**src/rtl/sev_seg_pkg.sv**
```systemverilog
// sev_seg_pkg: shared segment patterns (g..a, active-low) and FSM states
// for the multiplexed 7-segment reader.
package sev_seg_pkg;
  localparam logic [6:0] SEG_0 = 7'b1000000;
  localparam logic [6:0] SEG_1 = 7'b1111001;
  localparam logic [6:0] SEG_2 = 7'b0100100;
  localparam logic [6:0] SEG_3 = 7'b0110000;
  localparam logic [6:0] SEG_4 = 7'b0011001;
  localparam logic [6:0] SEG_5 = 7'b0010010;
  localparam logic [6:0] SEG_6 = 7'b0000010;
  localparam logic [6:0] SEG_7 = 7'b1111000;
  localparam logic [6:0] SEG_8 = 7'b0000000;
  localparam logic [6:0] SEG_9 = 7'b0010000;
  localparam logic [6:0] SEG_A = 7'b0001000;
  localparam logic [6:0] SEG_C = 7'b1000110;
  localparam logic [6:0] SEG_E = 7'b0000110;
  localparam logic [6:0] SEG_F = 7'b0001110;
  localparam logic [6:0] SEG_BLANK = 7'b1111111;
  typedef enum logic [1:0] {IDLE, SETTLE, HOLD} state_t;
endpackage

```
**src/rtl/sev_seg_encoder.sv**
```systemverilog
// sev_seg_encoder: maps an active-low g..a pattern to {hex, legal, blank}.
// B and D are absent because their drive patterns alias 8 and 0.
module sev_seg_encoder
  import sev_seg_pkg::*;
(
  input  logic [6:0] pat,
  output logic [3:0] hex,
  output logic       legal,
  output logic       blank
);
  always_comb begin
    hex = 4'h0;
    legal = 1'b1;
    blank = pat == SEG_BLANK;
    case (pat)
      SEG_0: hex = 4'h0;
      SEG_1: hex = 4'h1;
      SEG_2: hex = 4'h2;
      SEG_3: hex = 4'h3;
      SEG_4: hex = 4'h4;
      SEG_5: hex = 4'h5;
      SEG_6: hex = 4'h6;
      SEG_7: hex = 4'h7;
      SEG_8: hex = 4'h8;
      SEG_9: hex = 4'h9;
      SEG_A: hex = 4'hA;
      SEG_C: hex = 4'hC;
      SEG_E: hex = 4'hE;
      SEG_F: hex = 4'hF;
      default: legal = 1'b0;
    endcase
  end
endmodule

```
**src/rtl/sev_seg_reader.sv**
```systemverilog
// sev_seg_reader: snoops a multiplexed active-low 7-segment bus and recovers
// per-digit hex value, decimal point and freshness.
module sev_seg_reader
  import sev_seg_pkg::*;
#(
  parameter int NUM_DIGITS = 4,
  parameter int STABLE_CYCLES = 4,
  parameter int TIMEOUT_CYCLES = 65535,
  localparam int IW = NUM_DIGITS > 1 ? $clog2(NUM_DIGITS) : 1,
  localparam int RW = $clog2(TIMEOUT_CYCLES + 1)
) (
  input  logic                    clk,
  input  logic                    rst_n,
  input  logic [7:0]              sev_seg,
  input  logic [NUM_DIGITS-1:0]   an_n,
  output logic [4*NUM_DIGITS-1:0] digit_val,
  output logic [NUM_DIGITS-1:0]   digit_dp,
  output logic [NUM_DIGITS-1:0]   digit_vld,
  output logic                    upd,
  output logic [IW-1:0]           upd_idx,
  output logic                    err
);
  localparam int SW = 8 + NUM_DIGITS;
  logic [SW-1:0] s1, s2, prev;
  state_t state;
  logic [7:0] count;
  logic [NUM_DIGITS-1:0] act, pact;
  logic one_hot, multi, multi_q, same, cap, legal, blank;
  logic [IW-1:0] idx;
  logic [3:0] hex;
  logic [RW-1:0] rcnt [NUM_DIGITS];
  assign act = ~s2[NUM_DIGITS-1:0];
  assign pact = ~prev[NUM_DIGITS-1:0];
  assign multi = (act & (act - NUM_DIGITS'(1))) != '0;
  assign one_hot = act != '0 && !multi;
  assign same = s2 == prev;
  // Capture fires on the sample that brings the run length to STABLE_CYCLES,
  // which keeps pin-to-upd latency at 2 + STABLE_CYCLES.
  assign cap = state == SETTLE && same && count == 8'(STABLE_CYCLES - 1);
  always_comb begin
    idx = '0;
    for (int k = 0; k < NUM_DIGITS; k++) if (pact[k]) idx = IW'(k);
  end
  sev_seg_encoder u_enc (
    .pat(prev[NUM_DIGITS+6:NUM_DIGITS]),
    .hex(hex),
    .legal(legal),
    .blank(blank)
  );
  always_ff @(posedge clk or negedge rst_n) begin
    if (!rst_n) begin
      s1 <= '1;
      s2 <= '1;
      prev <= '1;
      state <= IDLE;
      count <= '0;
      multi_q <= 1'b0;
      upd <= 1'b0;
      upd_idx <= '0;
      err <= 1'b0;
    end else begin
      s1 <= {sev_seg, an_n};
      s2 <= s1;
      prev <= s2;
      multi_q <= multi;
      upd <= cap;
      err <= (cap && !legal && !blank) || (multi && !multi_q);
      if (cap) upd_idx <= idx;
      case (state)
        IDLE: if (one_hot) begin
          state <= SETTLE;
          count <= 8'd1;
        end
        default: if (same) begin
          if (state == SETTLE) count <= count == 8'hff ? count : count + 8'd1;
          if (cap) state <= HOLD;
        end else if (one_hot) begin
          state <= SETTLE;
          count <= 8'd1;
        end else state <= IDLE;
      endcase
    end
  end
  always_ff @(posedge clk or negedge rst_n) begin
    if (!rst_n) begin
      digit_val <= '0;
      digit_dp <= '0;
      digit_vld <= '0;
      for (int k = 0; k < NUM_DIGITS; k++) rcnt[k] <= '0;
    end else begin
      for (int k = 0; k < NUM_DIGITS; k++) begin
        if (cap && idx == IW'(k)) begin
          rcnt[k] <= '0;
          digit_vld[k] <= legal;
          if (legal) begin
            digit_val[4*k +: 4] <= hex;
            digit_dp[k] <= ~prev[SW-1];
          end
        end else begin
          rcnt[k] <= rcnt[k] == RW'(TIMEOUT_CYCLES) ? rcnt[k] : rcnt[k] + RW'(1);
          if (rcnt[k] == RW'(TIMEOUT_CYCLES)) digit_vld[k] <= 1'b0;
        end
      end
    end
  end
endmodule

```
**config.mk**
```make
export PLATFORM = sky130hd
export DESIGN_NAME = sev_seg_reader
export DESIGN_NICKNAME = d
export VERILOG_FILES = /design/src/rtl/sev_seg_pkg.sv /design/src/rtl/sev_seg_encoder.sv /design/src/rtl/sev_seg_reader.sv
export SDC_FILE = /design/constraint.sdc
export NUM_CORES = 1
export LEC_CHECK = 0
export ABC_AREA = 0
export CAP_MARGIN = 10
export CORE_UTILIZATION = 62
export CTS_BUF_LIST = sky130_fd_sc_hd__clkbuf_8
export DETAILED_ROUTE_END_ITERATION = 10
export DONT_BUFFER_PORTS = 1
export GPL_TIMING_DRIVEN = 1
export PLACE_DENSITY_LB_ADDON = 0.12
export SYNTH_ARGS = -nofsm -noshare
export SYNTH_HDL_FRONTEND = slang
export SYNTH_SLANG_ARGS = --single-unit
```
**constraint.sdc**
```tcl
create_clock -name clk -period 3.95 [get_ports clk]
set_clock_uncertainty 0.2 [all_clocks]
set_input_delay 0.5925 -clock clk [delete_from_list [all_inputs] [get_ports clk]]
set_output_delay 0.5925 -clock clk [all_outputs]
set_load 0.01 [all_outputs]
```
### Word level (Yosys, flattened, before mapping)

Index checks and enable logic that the tools add are counted.

| cells by class | value |
|---|---|
| $add $sub $neg | 6 |
| eq/ne operators | 33 |
| multiplexer cells | 31 |
| bitwise operators | 4 |
| reductions and logical operators | 31 |

Operators by type and width:

| cell | number |
|---|---|
| $mux W16 | 8 |
| $add A16 B1 Y16 const B | 4 |
| $eq A16 B16 Y1 const B | 4 |
| $pmux W4 S13 | 1 |
| $mux W8 | 5 |
| $eq A7 B7 Y1 const B | 5 |
| $eq A7 B5 Y1 const B | 3 |
| $eq A7 B4 Y1 const B | 2 |
| $eq A7 B6 Y1 const B | 2 |
| $reduce_or A14 Y1 | 1 |
| $eq A12 B12 Y1 | 1 |
| $mux W2 | 6 |
| $reduce_and A2 Y1 | 6 |
| $mux W1 | 11 |
| $logic_and A1 B1 Y1 | 10 |
| $ne A2 B2 Y1 const B | 5 |
| $add A8 B1 Y8 const B | 1 |
| $eq A8 B2 Y1 const B | 1 |
| $eq A8 B8 Y1 const B | 1 |
| $not A4 Y4 | 2 |
| $reduce_bool A2 Y1 | 4 |
| $reduce_bool A4 Y1 | 2 |
| $eq A7 B2 Y1 const B | 1 |
| $eq A7 B3 Y1 const B | 1 |
| 11 further kinds | 18 |

| storage, ports and cells | value |
|---|---|
| bits in registers | 139 |
| bits of input ports | 14 |

### Logic depth before layout (Yosys ltp)

Gate-level depths: netlist of run 1.

| depth | value |
|---|---|
| depth after elaboration | 9 |
| gate-level depth with buffers | 9 |
| mapped depth without buffers | 8 |

### Cells and area by module

Synthesis of run 1 repeated with hierarchy kept, for this count alone.

| unflattened totals | value |
|---|---|
| cells, all modules | 604 |
| area, all modules | 6452.4 um^2 |

By module, submodules not included:

| module | instances | cells each | area an instance (um^2) |
|---|---|---|---|
| sev_seg_reader | 1 | 559 | 6137.1 |
| sev_seg_encoder | 1 | 45 | 315.3 |

### Worst setup path before layout of run 1

Ideal clock, no wire load.

| path | value |
|---|---|
| path type | flip-flop to flip-flop |
| start | reg prev[5] |
| end | reg digit_val[7] |
| library setup time | 0.077 ns |
| arrival time | 2.244 ns |
| setup slack | 1.429 ns |
| stages on the path, launching flop included | 8 |
| period minus slack after synthesis | 2.521 ns |
| cells stage by stage | dfstp_2 or3b_4 a2111oi_4 a221oi_2 o21a_1 buf_6 or4_4 o21ai_1 |

| between the ends | value |
|---|---|
| cells in the longest elaborated chain, start to end | 5 |
| elaborated cells on any way between the ends | 22 |

RTL lines:

| item | line | text |
|---|---|---|
| start: declaration | sev_seg_reader.sv:24 | `logic [SW-1:0] s1, s2, prev;` |
| start signal: assignment | sev_seg_reader.sv:54 | `prev <= '1;` |
| start signal: assignment | sev_seg_reader.sv:64 | `prev <= s2;` |
| branches (longest 5 deep; another with $reduce_or A14 Y1) | - |  |
| end signal: assignment | sev_seg_reader.sv:86 | `digit_val <= '0;` |
| end signal: indexed assignment | sev_seg_reader.sv:96 | `digit_val[4*k +: 4] <= hex;` |
| end: declaration | sev_seg_reader.sv:16 | `output logic [4*NUM_DIGITS-1:0] digit_val,` |

Several ways; the timed one is not identified.
A chain may end at the register's enable or synchronous reset.

### Worst setup path in the final report of run 1

| path | value |
|---|---|
| start | reg count[5] |
| end | reg digit_val[8] |

| between the ends | value |
|---|---|
| cells in the longest elaborated chain, start to end | 4 |

RTL lines:

| item | line | text |
|---|---|---|
| start: declaration | sev_seg_reader.sv:26 | `logic [7:0] count;` |
| start signal: assignment | sev_seg_reader.sv:75 | `if (state == SETTLE) count <= count == 8'hff ? count : count + 8'd1;` |
| $eq A8 B2 Y1 | sev_seg_reader.sv:39 | `assign cap = state == SETTLE && same && count == 8'(STABLE_CYCLES - 1);` |
| $logic_and A1 B1 Y1 | sev_seg_reader.sv:39 |  |
| via cap | sev_seg_reader.sv:28 | `logic one_hot, multi, multi_q, same, cap, legal, blank;` |
| $logic_and A1 B1 Y1 | sev_seg_reader.sv:92 | `if (cap && idx == IW'(k)) begin` |
| $reduce_and A2 Y1 (no line) | - |  |

The timed path passes the listed nets, and every way through them passes these cells.

==> results of run 1 <==
final cells by class:
cell class                 count  share of cell area (%)
clock buffer                  19                   3.718
clock inverter                13                   3.167
inverter                       9                  0.4981
multi-input combinational    426                   37.48
sequential                   139                   50.10
tap                          133                   2.366
timing repair buffer          18                   2.669
sequential cells by signal (all words and copies together) (netlist names):
signal,flops
digit_vld,4
s2,12
s1,12
digit_val,16
count,8
digit_dp,4
upd_idx,2
rcnt,64
prev,12
upd,1
state,2
err,1
multi_q,1
metrics by stage:
stage	area (um^2)	power [uW]
2_1_floorplan	6315	1558
3_3_place_gp	6391	1571
3_5_place_dp	6391	1574
4_1_cts	7033	3000
5_1_grt	7033	3078
6_report	7033	2974
where the power goes:
part | leakage, uW | total [uW] | switching, uW | internal, uW
Combinational | 0.00103 | 97.7 | 60.9 | 36.7
Clock | 0.000248 | 1390 | 542 | 844
Sequential | 0.00175 | 1490 | 30.6 | 1460
cell usage in the layout (no fill, tap or decap), types with 6 or more instances in the layout:
master and n:
o21ai_1 16, a21oi_1 15, clkbuf_8 19, xnor2_1 25, bufinv_16 6, dfrtp_1 103, xor2_1 34, nand4_1 26
nor3_1 16, and3_1 21, dfstp_2 36, a31oi_1 7, nand3_1 36, nor2_1 75, o21ai_0 34, nand2_1 34
inv_1 10, dlygate4sd3_1 13, and4_1 10
critical path, cell delays in order (launching register included):
cell and delay, ns:
dfrtp_1 0.43, or4_1 0.57, nor4_4 0.33, nand4_2 0.25
clkinv_2 0.18, nand3_1 0.32, o21ai_0 0.27, o21ai_0 0.11
cells by family after synthesis:
kind of cell / after synthesis / share of synthesized area (%)
AOI/OAI and AO/OA: 99 / 9.669
adders and majority gates: 6 / 1.149
muxes: 8 / 1.367
DFF: 139 / 55.80
xor gates and xnor gates: 59 / 8.183
and+or+nand+nor: 254 / 21.38
buffers and inverters: 33 / 2.457
final timing paths:
kind	endpoint	depth (start not counted)
max	digit_val[8]$_DFFE_PN0P_	7
min	s2[11]$_DFF_PN1_	0
max reg2reg	digit_val[8]$_DFFE_PN0P_	7
min reg2reg	s2[11]$_DFF_PN1_	0
max in group asynchronous	rcnt[60]$_DFFE_PN0P_	2
min in group asynchronous	rcnt[40]$_DFFE_PN0P_	2
layer usage:
layer	GRT usage [%]	up-vias
met2	41.13	109
met1	33.59	2248
li1	-	2155
met4	11.16	0
met3	10.31	25
met5	0	-
==> out/qor.txt, run 1 <==
Status = complete, no violations
Die X = 102.9 um
Netlist cell types = 60
Unrepaired setup endpoints after global routing = no
Cells after Synth = 598
Area of the multi-input gates = 2636 um^2
Final setup fails = 0
Crit Path Class = flip-flop to flip-flop
CTS sink cnt = 139
Pre-CTS WS = 1.137 ns
Initial Util = 64.31%
Final Net Count = 630
Util after Layout = 71.62%
Maximum VDD drop = 0.3461 mV
Reg2reg start = count[5]$_DFFE_PN0P_
Hpwl dp = 8251 um
Layout cells sized above 1 = 14.10%
Worst setup margin = 1.164 ns
Rows = 36
Post-synth EDFFs = 0
GRT Total Usage = 26.58%
First drt pass iteration count = 4
M1 wire length = 5487 um
Fillers = 751
Post-synth design cell area = 6315 um^2
Area growth syn-to-layout = 11.37%
Worst hold-check path type = flip-flop to flip-flop
Period utilization = 70.54%
Slew margin rel. = 39.82%
Placed insts = 711
Clock Latency Late Sink = 0.45 ns
Launch point of the worst hold path = s1[11]$_DFF_PN1_
CTS Root Buffer Type = clkbuf_8
Post-CTS setup buffers = 0
Setup crit start = count[5]$_DFFE_PN0P_
Slew @ Worst Pin = 0.8944 ns
Clock buffer depth = 2
Synth top area cells = dfrtp_1 (41%), dfstp_2 (15%), xor2_1 (4.7%)
Synth top cells by count = dfrtp_1 (103), nor2_1 (75), dfstp_2 (36), nand3_1 (36)
CTS resizes = 0
Layout Cells excl Fill = 757
First-pass GRT wire length = 20940 um
DR WL/cell = 16.74 um
CTS tree = built
H-tree depth = 4
Synth top area share = 40.82%
Power density over the cells = 422.8 nW/um^2
Sequential-to-total area share from yosys stat = 55.80%
Max-slew violation count = 0
Clock transition at path regs = 0.07 ns
Worst Path Required = 4.07 ns
Initial antenna violation count = 0
Smallest hold slack = 0.1586 ns
Critical Path Sink Type = flip-flop
DR top layer = met4
GPL Wtd Cong = 0.8155
Die height = 102.9 um
Synth Flop Type = dfrtp_1
Avg Inst Size Synth = 10.56 um^2
Mapped Nets = 617
CP Max Fanout = 14
Critical Path AT = 2.91 ns
Via count = 4537
Ant diodes = 0
Die footprint = 10590 um^2
Core Region = 9819 um^2
DR WL met3 = 838 um
Reg2Reg Setup Slack = 1.16 ns
Final hold vios = 0
Port bufs = 0
Worst setup SP type = flip-flop
ANT nets after route = 0
Maxcap violations = 0
Gr ovfl total = 0
Final WL = 12670 um
DRC Markers = 0
Async SR Flop Fraction = 100.0%
CTS buffer count = 17
Met2 routed WL = 6065 um
Most frequent cell after synthesis = dfrtp_1
Vias in the first global route = 4323
Initial DRC Count = 223
Vias/cell = 5.993
Area leader, netlist = dfrtp_1
I/O pin count = 42
Hold Buf Count CTS = 14
Setup TNS Final = 0 ns
Flip-flop and latch area = 3523 um^2
Largest net degree at the start of global routing = 140
Leak = 0.003032 uW
Minimum clock period after layout = 2.786 ns
#FFs+latches synth = 139
Warnings from Yosys = 0
FMAX = 358.9 MHz
Power figures use the tool's default switching activity.
==> run 2: changes to the inputs <==
- CORE_UTILIZATION: 62 -> 59
- clock period: 3.95 -> 2.53 ns (I/O delays scaled with it)
==> out/qor.txt, run 2 (synthesized netlist as in run 1, its figures left out) <==
Cell-internal power = 3146 uW (was 2340 uW)
Critical Path AT = 2.61 ns (was 2.91 ns)
Leak = 0.003119 uW (was 0.003032 uW)
Initial antenna violation count = 0 (unchanged)
Smallest hold slack = -0.5655 ns (was 0.1586 ns)
Initial Util = 60.90% (was 64.31%)
Period utilization = 96.91% (was 70.54%)
Most crowded layer after global routing = met2 (unchanged)
Die X = 105.5 um (was 102.9 um)
Die footprint = 11120 um^2 (was 10590 um^2)
Design area = 7114 um^2 (was 7033 um^2)
Largest registers = rcnt: 64 flops, digit_val: 16 flops (unchanged)
Critical Path Sink Type = flip-flop (unchanged)
Fillers = 810 (was 751)
DR WL/cell = 15.78 um (was 16.74 um)
Minimum clock period after layout = 2.452 ns (was 2.786 ns)
Ant diodes = 0 (unchanged)
CTS Root Buffer Type = clkbuf_8 (unchanged)
Worst setup SP type = flip-flop (unchanged)
Vias in the first global route = 4509 (was 4323)
Largest Register = rcnt (unchanged)
Max reg flops = 64 (unchanged)
Slew margin rel. = 66.26% (was 39.82%)
Largest net degree at the start of global routing = 140 (unchanged)
Clock share of power = 39.4% (was 46.6%)
Most frequent cells in the layout = dfrtp_1 (103), nor2_1 (75), nand3_1 (36), dfstp_2 (36) (unchanged)
First-pass GRT wire length = 20840 um (was 20940 um)
Clock transition at path regs = 0.07 ns (about the same)
Final setup fails = 0 (unchanged)
Setup TNS Final = 0 ns (unchanged)
Hpwl dp = 8284 um (was 8251 um)
Final Net Count = 655 (was 630)
Failing checks = hold timing
M2 GR Usage = 37.78% (was 41.13%)
Area of the multi-input gates = 2656 um^2 (was 2636 um^2)
CP Max Fanout = 3 (was 14)
Die height = 105.5 um (was 102.9 um)
Status = finished with violations (was complete, no violations)
Area growth syn-to-layout = 12.66% (was 11.37%)
Max-slew violation count = 0 (unchanged)
CTS sink cnt = 139 (unchanged)
Global Route met1 Usage = 30.91% (was 33.59%)
Most common cell after layout, fill and taps aside = dfrtp_1 (unchanged)
Slew @ Worst Pin = 0.5037 ns (was 0.8944 ns)
Initial DRC Count = 249 (was 223)
GR Util met3 = 7.792% (was 10.31%)
DRC Markers = 0 (unchanged)
First drt pass iteration count = 5 (was 4)
Vias/cell = 5.767 (was 5.993)
Dpl cell area = 6585 um^2 (was 6391 um^2)
Layout cells sized above 1 = 17.72% (was 14.10%)
Worst Path Required = 2.69 ns (was 4.07 ns)
Via count = 4527 (was 4537)
I/O pin count = 42 (unchanged)
GPL Wtd Cong = 0.8445 (was 0.8155)
Switching fraction of total power = 22.17% (was 21.29%)
Clock Latency Late Sink = 0.44 ns (was 0.45 ns)
Gate power share = 3.4% (was 3.3%)
Flip-flop and latch area = 3523 um^2 (unchanged)
Maximum VDD drop = 0.5425 mV (was 0.3461 mV)
Maxcap violations = 0 (unchanged)
Rows = 37 (was 36)
FMAX = 407.9 MHz (was 358.9 MHz)
Clock buffer depth = 2 (unchanged)
Power density over the cells = 568.3 nW/um^2 (was 422.8 nW/um^2)
CTS tree = built (unchanged)
Hold Buf Count CTS = 12 (was 14)
CTS buffer count = 17 (unchanged)
Register share of total power = 57.2% (was 50.1%)
Util after Layout = 68.61% (was 71.62%)
Worst hold-check path type = input pin to async pin (was flip-flop to flip-flop)
NetSw = 896.5 uW (was 633.1 uW)
Core Region = 10370 um^2 (was 9819 um^2)
H-tree depth = 4 (unchanged)
Port bufs = 0 (unchanged)
Crit Path Class = flip-flop to flip-flop (unchanged)
ANT nets after route = 0 (unchanged)
GRT Total Usage = 24.20% (was 26.58%)
Final hold vios = 139 (was 0)
Gr ovfl total = 0 (unchanged)
Final WL = 12390 um (was 12670 um)
-- run 2: cell types whose count changed in the layout (fill, tap and decap cells not counted), sizes merged --
cell / before / now
clkinv: 5 / 8
buf: 5 / 31
clkinvlp: 1 / 0
bufinv: 6 / 1
dlygate4sd3: 13 / 12
inv: 10 / 13
-- run 2: path summary, 6_finish.rpt --
path                            depth (start not counted)  slack [ns]                  endpoint         startpoint
worst max-delay path                                    6        0.08  digit_val[7]$_DFFE_PN0P_  prev[5]$_DFF_PN1_
worst min-delay path                                    0       -0.57      count[1]$_DFFE_PN0P_              rst_n
worst max register to register                          6        0.08  digit_val[7]$_DFFE_PN0P_  prev[5]$_DFF_PN1_
worst min register to register                          0        0.15           s2[6]$_DFF_PN1_    s1[6]$_DFF_PN1_
max in group asynchronous                               0        2.44           s1[4]$_DFF_PN1_              rst_n
min in group clk                                        0        0.15           s2[6]$_DFF_PN1_    s1[6]$_DFF_PN1_
-- run 2: critical path, stage by stage (launching register included) --
cell	delay, ns
dfstp_2	0.53
or3b_4	0.38
a2111oi_4	0.36
a221oi_2	0.08
o21a_1	0.15
or4_4	0.54
o21ai_1	0.15
-- run 2: repair_timing --
item / 4_1_cts / 5_1_grt
buffers inserted: 0 / 5
gates resized for setup: 0 / 5
endpoints found under the hold margin: 151 / 139
endpoints found under the setup margin: 0 / 21
-- run 2: routing by layer --
layer  vias to the layer above  share of wire, %  wire length, um
met4                         0               2.3              287
met1                      2216                45             5536
met3                        25               5.6              698
li1                       2194                 -                -
met2                        92                47             5865
met5                         -                 0                0
-- run 2: final cells by class --
type | count | share of cell area, %
clock buffer | 19 | 3.676
sequential | 139 | 49.53
timing repair buffer | 43 | 5.311
multi-input combinational | 426 | 37.34
tap | 136 | 2.392
inverter | 9 | 0.5100
clock inverter | 13 | 1.249
-- run 2: metrics by stage --
stage / cells / setup slack (ns) / power, uW
floorplan: 598 / 0.008923 / 2432
global placement: 736 / 0.03055 / 2462
detailed placement: 736 / 0.01038 / 2467
CTS: 780 / 0.005810 / 4083
global route: 785 / -0.01459 / 4182
finish: 785 / 0.07816 / 4043
-- run 2: power by group through the flow --
stage / combinational (uW) / sequential (uW) / clock [uW]
CTS: 128 / 2310 / 1640
floorplan: 93.0 / 2340 / 0
global route: 151 / 2320 / 1710
global placement: 110 / 2350 / 0
finish: 138 / 2310 / 1590
detailed placement: 113 / 2350 / 0
==> run 3: changes to the inputs <==
- CTS_CLUSTER_DIAMETER: not set -> 100
==> results of run 3 <==
The final DEF is identical to that of run 2; final timing and power are the same.
